`config.mk`:
```
export PLATFORM = sky130hd
export DESIGN_NAME = slice_sum_accumulator
export DESIGN_NICKNAME = d
export VERILOG_FILES = /design/src/rtl/slice_sum_accumulator.sv
export SDC_FILE = /design/constraint.sdc
export NUM_CORES = 1
export LEC_CHECK = 0
export ABC_AREA = 1
export CAP_MARGIN = 20
export CELL_PAD_IN_SITES_DETAIL_PLACEMENT = 0
export CELL_PAD_IN_SITES_GLOBAL_PLACEMENT = 1
export CORE_MARGIN = 2
export CORE_UTILIZATION = 40
export CTS_CLUSTER_SIZE = 30
export DETAILED_ROUTE_END_ITERATION = 8
export PLACE_DENSITY_LB_ADDON = 0.1
export SYNTH_ARGS = -nofsm -noshare
export SYNTH_HDL_FRONTEND = slang
export SYNTH_SLANG_ARGS = --single-unit
```
`constraint.sdc`:
```
create_clock -name CLK -period 6.3 [get_ports CLK]
set_clock_uncertainty 0.2 [all_clocks]
set_input_delay 1.89 -clock CLK [delete_from_list [all_inputs] [get_ports CLK]]
set_output_delay 1.89 -clock CLK [all_outputs]
set_load 0.005 [all_outputs]
```
`src/rtl/slice_sum_accumulator.sv`:
```
// slice_sum_accumulator: sums blocks of NACC unsigned samples from the bit-slice
// adder stage into a widened total. Each closed block is offered downstream
// as SUM/LEN/OVF on a valid/ready handshake. FLUSH closes a partial block early.
module slice_sum_accumulator #(
    parameter int unsigned NIN  = 4,
    parameter int unsigned NACC = 8,
    parameter int unsigned NOUT = 7,
    parameter int unsigned NLEN = $clog2(NACC + 1)
) (
    input  logic            CLK,
    input  logic            RST,
    input  logic [NIN-1:0]  XIN,
    input  logic            XIN_VALID,
    output logic            XIN_READY,
    input  logic            FLUSH,
    output logic [NOUT-1:0] SUM,
    output logic [NLEN-1:0] LEN,
    output logic            OVF,
    output logic            SUM_VALID,
    input  logic            SUM_READY
);

    typedef enum logic {
        ACC  = 1'b0,
        HOLD = 1'b1
    } state_t;

    state_t          state;
    logic [NOUT-1:0] acc;
    logic [NLEN-1:0] cnt;
    logic            ovf_acc;

    logic            xfer;
    logic [NOUT:0]   nsum;
    logic [NOUT-1:0] nacc;
    logic            nwrap;
    logic [NLEN-1:0] ncnt;
    logic            close;

    // Ready depends only on state and reset, never on the incoming sample
    assign XIN_READY = (state == ACC) && !RST;
    assign xfer      = XIN_VALID && XIN_READY;

    // Next accumulator value, carry-out and count including this cycle's sample
    always_comb begin
        nsum = {1'b0, acc};
        if (xfer) begin
            nsum = {1'b0, acc} + {1'b0, NOUT'(XIN)};
        end
        nacc  = nsum[NOUT-1:0];
        nwrap = nsum[NOUT];
        ncnt  = cnt + NLEN'(xfer);
        close = (ncnt == NLEN'(NACC)) || (FLUSH && (ncnt != '0));
    end

    // Accumulate in ACC, present and hold the block result in HOLD
    always_ff @(posedge CLK) begin
        if (RST) begin
            state     <= ACC;
            acc       <= '0;
            cnt       <= '0;
            ovf_acc   <= 1'b0;
            SUM       <= '0;
            LEN       <= '0;
            OVF       <= 1'b0;
            SUM_VALID <= 1'b0;
        end else begin
            case (state)
                ACC: begin
                    if (close) begin
                        SUM       <= nacc;
                        LEN       <= ncnt;
                        OVF       <= ovf_acc | nwrap;
                        SUM_VALID <= 1'b1;
                        acc       <= '0;
                        cnt       <= '0;
                        ovf_acc   <= 1'b0;
                        state     <= HOLD;
                    end else begin
                        acc     <= nacc;
                        cnt     <= ncnt;
                        ovf_acc <= ovf_acc | nwrap;
                    end
                end
                HOLD: begin
                    if (SUM_READY) begin
                        SUM_VALID <= 1'b0;
                        state     <= ACC;
                    end
                end
                default: state <= ACC;
            endcase
        end
    end

endmodule

```
* Yosys cells after proc, flatten, opt, wreduce, memory -nomap -nowiden
Cells that the tools add are included.
** Storage, ports and cells
- Input bits :: 9
- Output and inout port bits :: 14
- Register bits after elaboration :: 26
- Word-level logic and storage cells :: 33
** Cells by class
- Reduce and logical (&&, ||, !) cells :: 8
- $add $sub $neg :: 2
- Equality and inequality tests :: 3
- Bitwise logic cells :: 2
- Multiplexer cells :: 10
** Operator list (count)
- $add A7 B4 Y8 :: 1
- $mux W8 :: 1
- $mux W7 :: 1
- $mux W1 :: 5
- $add A4 B1 Y4 :: 1
- $eq A4 B4 Y1 const B :: 1
- $mux W4 :: 1
- $ne A2 B2 Y1 const B :: 2
- $pmux W1 S2 :: 2
- $reduce_and A2 Y1 :: 2
- $reduce_bool A4 Y1 :: 1
- $logic_and A1 B1 Y1 :: 3
- $logic_not A1 Y1 :: 1
- $logic_or A1 B1 Y1 :: 1
- $not A1 Y1 :: 1
- $or A1 B1 Y1 :: 1

* Depth between registers and ports, before layout
- Depth in word-level cells :: 9
- Gate-level depth with buffers :: 16
- Gate-level depth less buffers :: 14

* Worst setup path after synthesis
No wires, ideal clock.
- Path kind :: in2out
- Start :: in RST
- End :: out XIN_READY
- Data required time :: 4.210 ns
- Arrival :: 1.972 ns
- Path slack :: 2.238 ns
- Buffers on the path :: 0
- Stages on the path :: 1
- Cells stage by stage :: nor2_4
** Between the ends
- Longest elaborated chain between the ends :: 2
** Ends and longest elaborated chain
- from (decl) :: RTL line 11 : input logic RST,
- $logic_not A1 Y1 :: RTL line 41 : assign XIN_READY = (state == ACC) && !RST;
- $logic_and A1 B1 Y1 :: RTL line 41
- to (decl) :: RTL line 14 : output logic XIN_READY,
No other way between the ends.

* Worst setup path in the final report
Same ends and word-level chain as after synthesis.

==> impl_results.md <==
- GRT Residual Overflow: 0
- Insertion delay to the later sink of the worst-skew pair: 330 ps
- Total negative slack: 0 ps
- Outcome: finished clean
- Static Leak: 0.6403 nW
- Ratio of final minimum period to clock period: 0.8061
- Detailed-placement wirelength estimate: 2056 um
- Detailed-route DRC error count: 0
- Final nets: between 200 and 250
- Number of library cell types mapped by synthesis: 26
- Category of the worst setup path capture point: primary output
- Relative slew margins: 0.5074
- Power density normalized to cell area: 282.9 nW/um^2
- Count of buffers added by post-CTS timing repair for setup: 0
- Timing-limited maximum frequency: 196.9 MHz
- I/O Buffers: 22
- Final weighted congestion in routability-driven placement: roughly 0.75
- Warning count from the yosys run: 0
- Std cell rows: 21
- Vias in the first global route: 1037
- Post-Place Setup Slack: 1216 ps
- Number of violations of the max-capacitance limit: 0
- Die Footprint: 3853 sq um
- Iteration count of the initial detailed-routing pass: 4
- Ratio of cells with drive above 1 in the final layout: 0.1068
- Most frequent cells in the layout: nand2_1 (61), dfxtp_1 (26), clkdlybuf4s50_1 (22)
- Mux cell area share after synthesis: 0
- Worst endpoint required time: 4210 ps
- Via/cell ratio: 4.734
- Sequential element share of the synthesized area: 0.3859
- Clock period minus worst slack: roughly 5100 ps
- # setup viols final: 0
- Core region area: around 3300 sq um
- Global-route wire length before repair: 4616 um
- Fin area: about 1600 sq um
- Main synth FF type: dfxtp_1
- Unrepaired setup endpoints after global routing: no
- Worst setup path category: in2out
- Xor/xnor cell area share of the yosys netlist: 0.01299
- DR vias: 1193
- DRT iter0 DRCs: 37
- Clock sink count: 26
- Synth Area per Inst: between 7 and 8 sq um
- Compound-cell area share of the yosys netlist: 0.1299
- Async set-or-reset flop fraction in the synthesized netlist: 0
- PnR worst setup slack: 1221 ps
- GRT Util Overall: 0.1666
- Cts bufs inserted: 3
- Maximum fanout count along the critical path: 2
- Clk slew on worst S/H paths: 150 ps
- Sequential standard cell area: 520.5 sq um
- Worst-case vdd ir drop: 0.1013 mV
- Final number of hold-violating endpoints: 0
- Die Wd: 62.07 um
- Synth Instances: 186
- Number of antenna violations at the first check in global routing: 0
- Routed wire length per instance: 11.48 um
- Max Buffers Root-to-Sink: 2
- Largest family of logic cells by synthesized area: simple AND/OR/NAND/NOR gates
- Pin count of the biggest net entering global routing: 22
- HP Class: reg2reg
- Fin. max-slew vios: 0
- CTS H-tree depth: 1
- Count of state elements after synthesis: 26
- Number of nets produced by synthesis: 202
- Antenna diode instance count: 0
- Cell Area, Placed: 1582 sq um
- Post-synthesis to final-layout area growth: 21.15%
- Cts-stage hold buffer count: 0
- Commonest non-fill, non-tap cell in the layout: nand2_1
- Fill cells: 335
- Area of the mapped netlist: 1349 sq um
- Initial Util: 0.4107
- CP arrival: 2990 ps
- Clock tree from TritonCTS: done
- Adder and majority gate portion of the synthesized area: 0.07050
- Area share of and/or/nand/nor cells after synthesis: 0.3200
- Post-DRT Antenna Nets: 0
- Total area of multi-input combinational cells: 719.4 sq um
- Post-synth EDFFs: 0
- Final wirelength: between 2000 and 3000 um
- # resized after CTS: 0
- Die boundary height: 62.07 um
- Type of origin of the critical path: primary input
- Slew at the pin closest to its max-slew limit: 737.9 ps
- CTS Root Cell: clkbuf_4
- Number of ports placed on the die boundary: 23
## power breakdown
group / internal [mW] / leakage [nW] / switching (mW)
clock: 0.0644 / 0.0279 / 0.0532
sequential: 0.183 / 0.211 / 0.0203
combinational: 0.0606 / 0.401 / 0.0803
## path summary, 6_finish.rpt
check	slack (ps)	cells past startpoint	endpoint	start
worst max-delay path	1220	3	XIN_READY	RST
worst max register to register	3120	12	acc[5]$_SDFFE_PP0N_	state$_SDFF_PP0_
worst min register to register	260	2	SUM_VALID$_SDFFE_PP0P_	SUM_VALID$_SDFFE_PP0P_
worst min-delay path	260	2	SUM_VALID$_SDFFE_PP0P_	SUM_VALID$_SDFFE_PP0P_
## cell type report
| cell class | count | share of cell area |
|---|---|---|
| Clock buffer | 3 | 0.01378 |
| Clock inverter | 1 | 0.01838 |
| Timing Repair Buffer | 23 | 0.1394 |
| Inverter | 15 | 0.03446 |
| Tap cell | 46 | 0.03522 |
| Multi-Input combinational cell | 138 | 0.4403 |
| Sequential cell | 26 | 0.3185 |
## sequential cells by signal (all words and copies together), names as in the netlist
name and count:
SUM 7, acc 7, LEN 4, cnt 4, OVF 1, SUM_VALID 1, ovf_acc 1, state 1
## cell families after synthesis
| kind of cell | count (synthesis) |
|---|---|
| AND/OR/NAND/NOR | 98 |
| AO/OA/AOI/OAI | 31 |
| flip-flops | 26 |
| buffers and inverters | 22 |
| adder cells (fa/ha/maj) | 7 |
| XOR/XNOR | 2 |
## worst max-delay path, stage by stage
cell	delay, ps
clkdlybuf4s50_1	460
nor2_4	120
clkdlybuf4s50_1	510
## cell usage after synthesis (3+ instances only)
cell / number / area share
nand2_1: 61 / 0.17
dfxtp_1: 26 / 0.39
a21oi_1: 20 / 0.074
inv_1: 13 / 0.036
nor2_1: 13 / 0.036
nand3_1: 8 / 0.030
ha_1: 6 / 0.056
nand2_2: 6 / 0.028
o21ai_0: 6 / 0.022
a21oi_2: 3 / 0.019
buf_6: 3 / 0.025
clkbuf_1: 3 / 0.0083
## routing by layer
layer,vias up,share of wire,GRT usage
met5,-,0,0
met4,0,0.012,0.06383
met3,4,0.031,0.03106
met2,23,0.46,0.2649
met1,532,0.50,0.2232
li1,634,-,-
## stage by stage
stage,util,hold WS (ps),power (mW),std cells
5_1_grt,0.4975,282.6,0.4953,252
4_1_cts,0.4975,266.6,0.4708,252
6_report,0.4975,259.7,0.4623,252
3_3_place_gp,0.4815,235.7,0.3484,248
2_1_floorplan,-,243.6,0.3085,186
3_5_place_dp,0.4815,245.3,0.3512,248
Power figures use the tool's default switching activity.
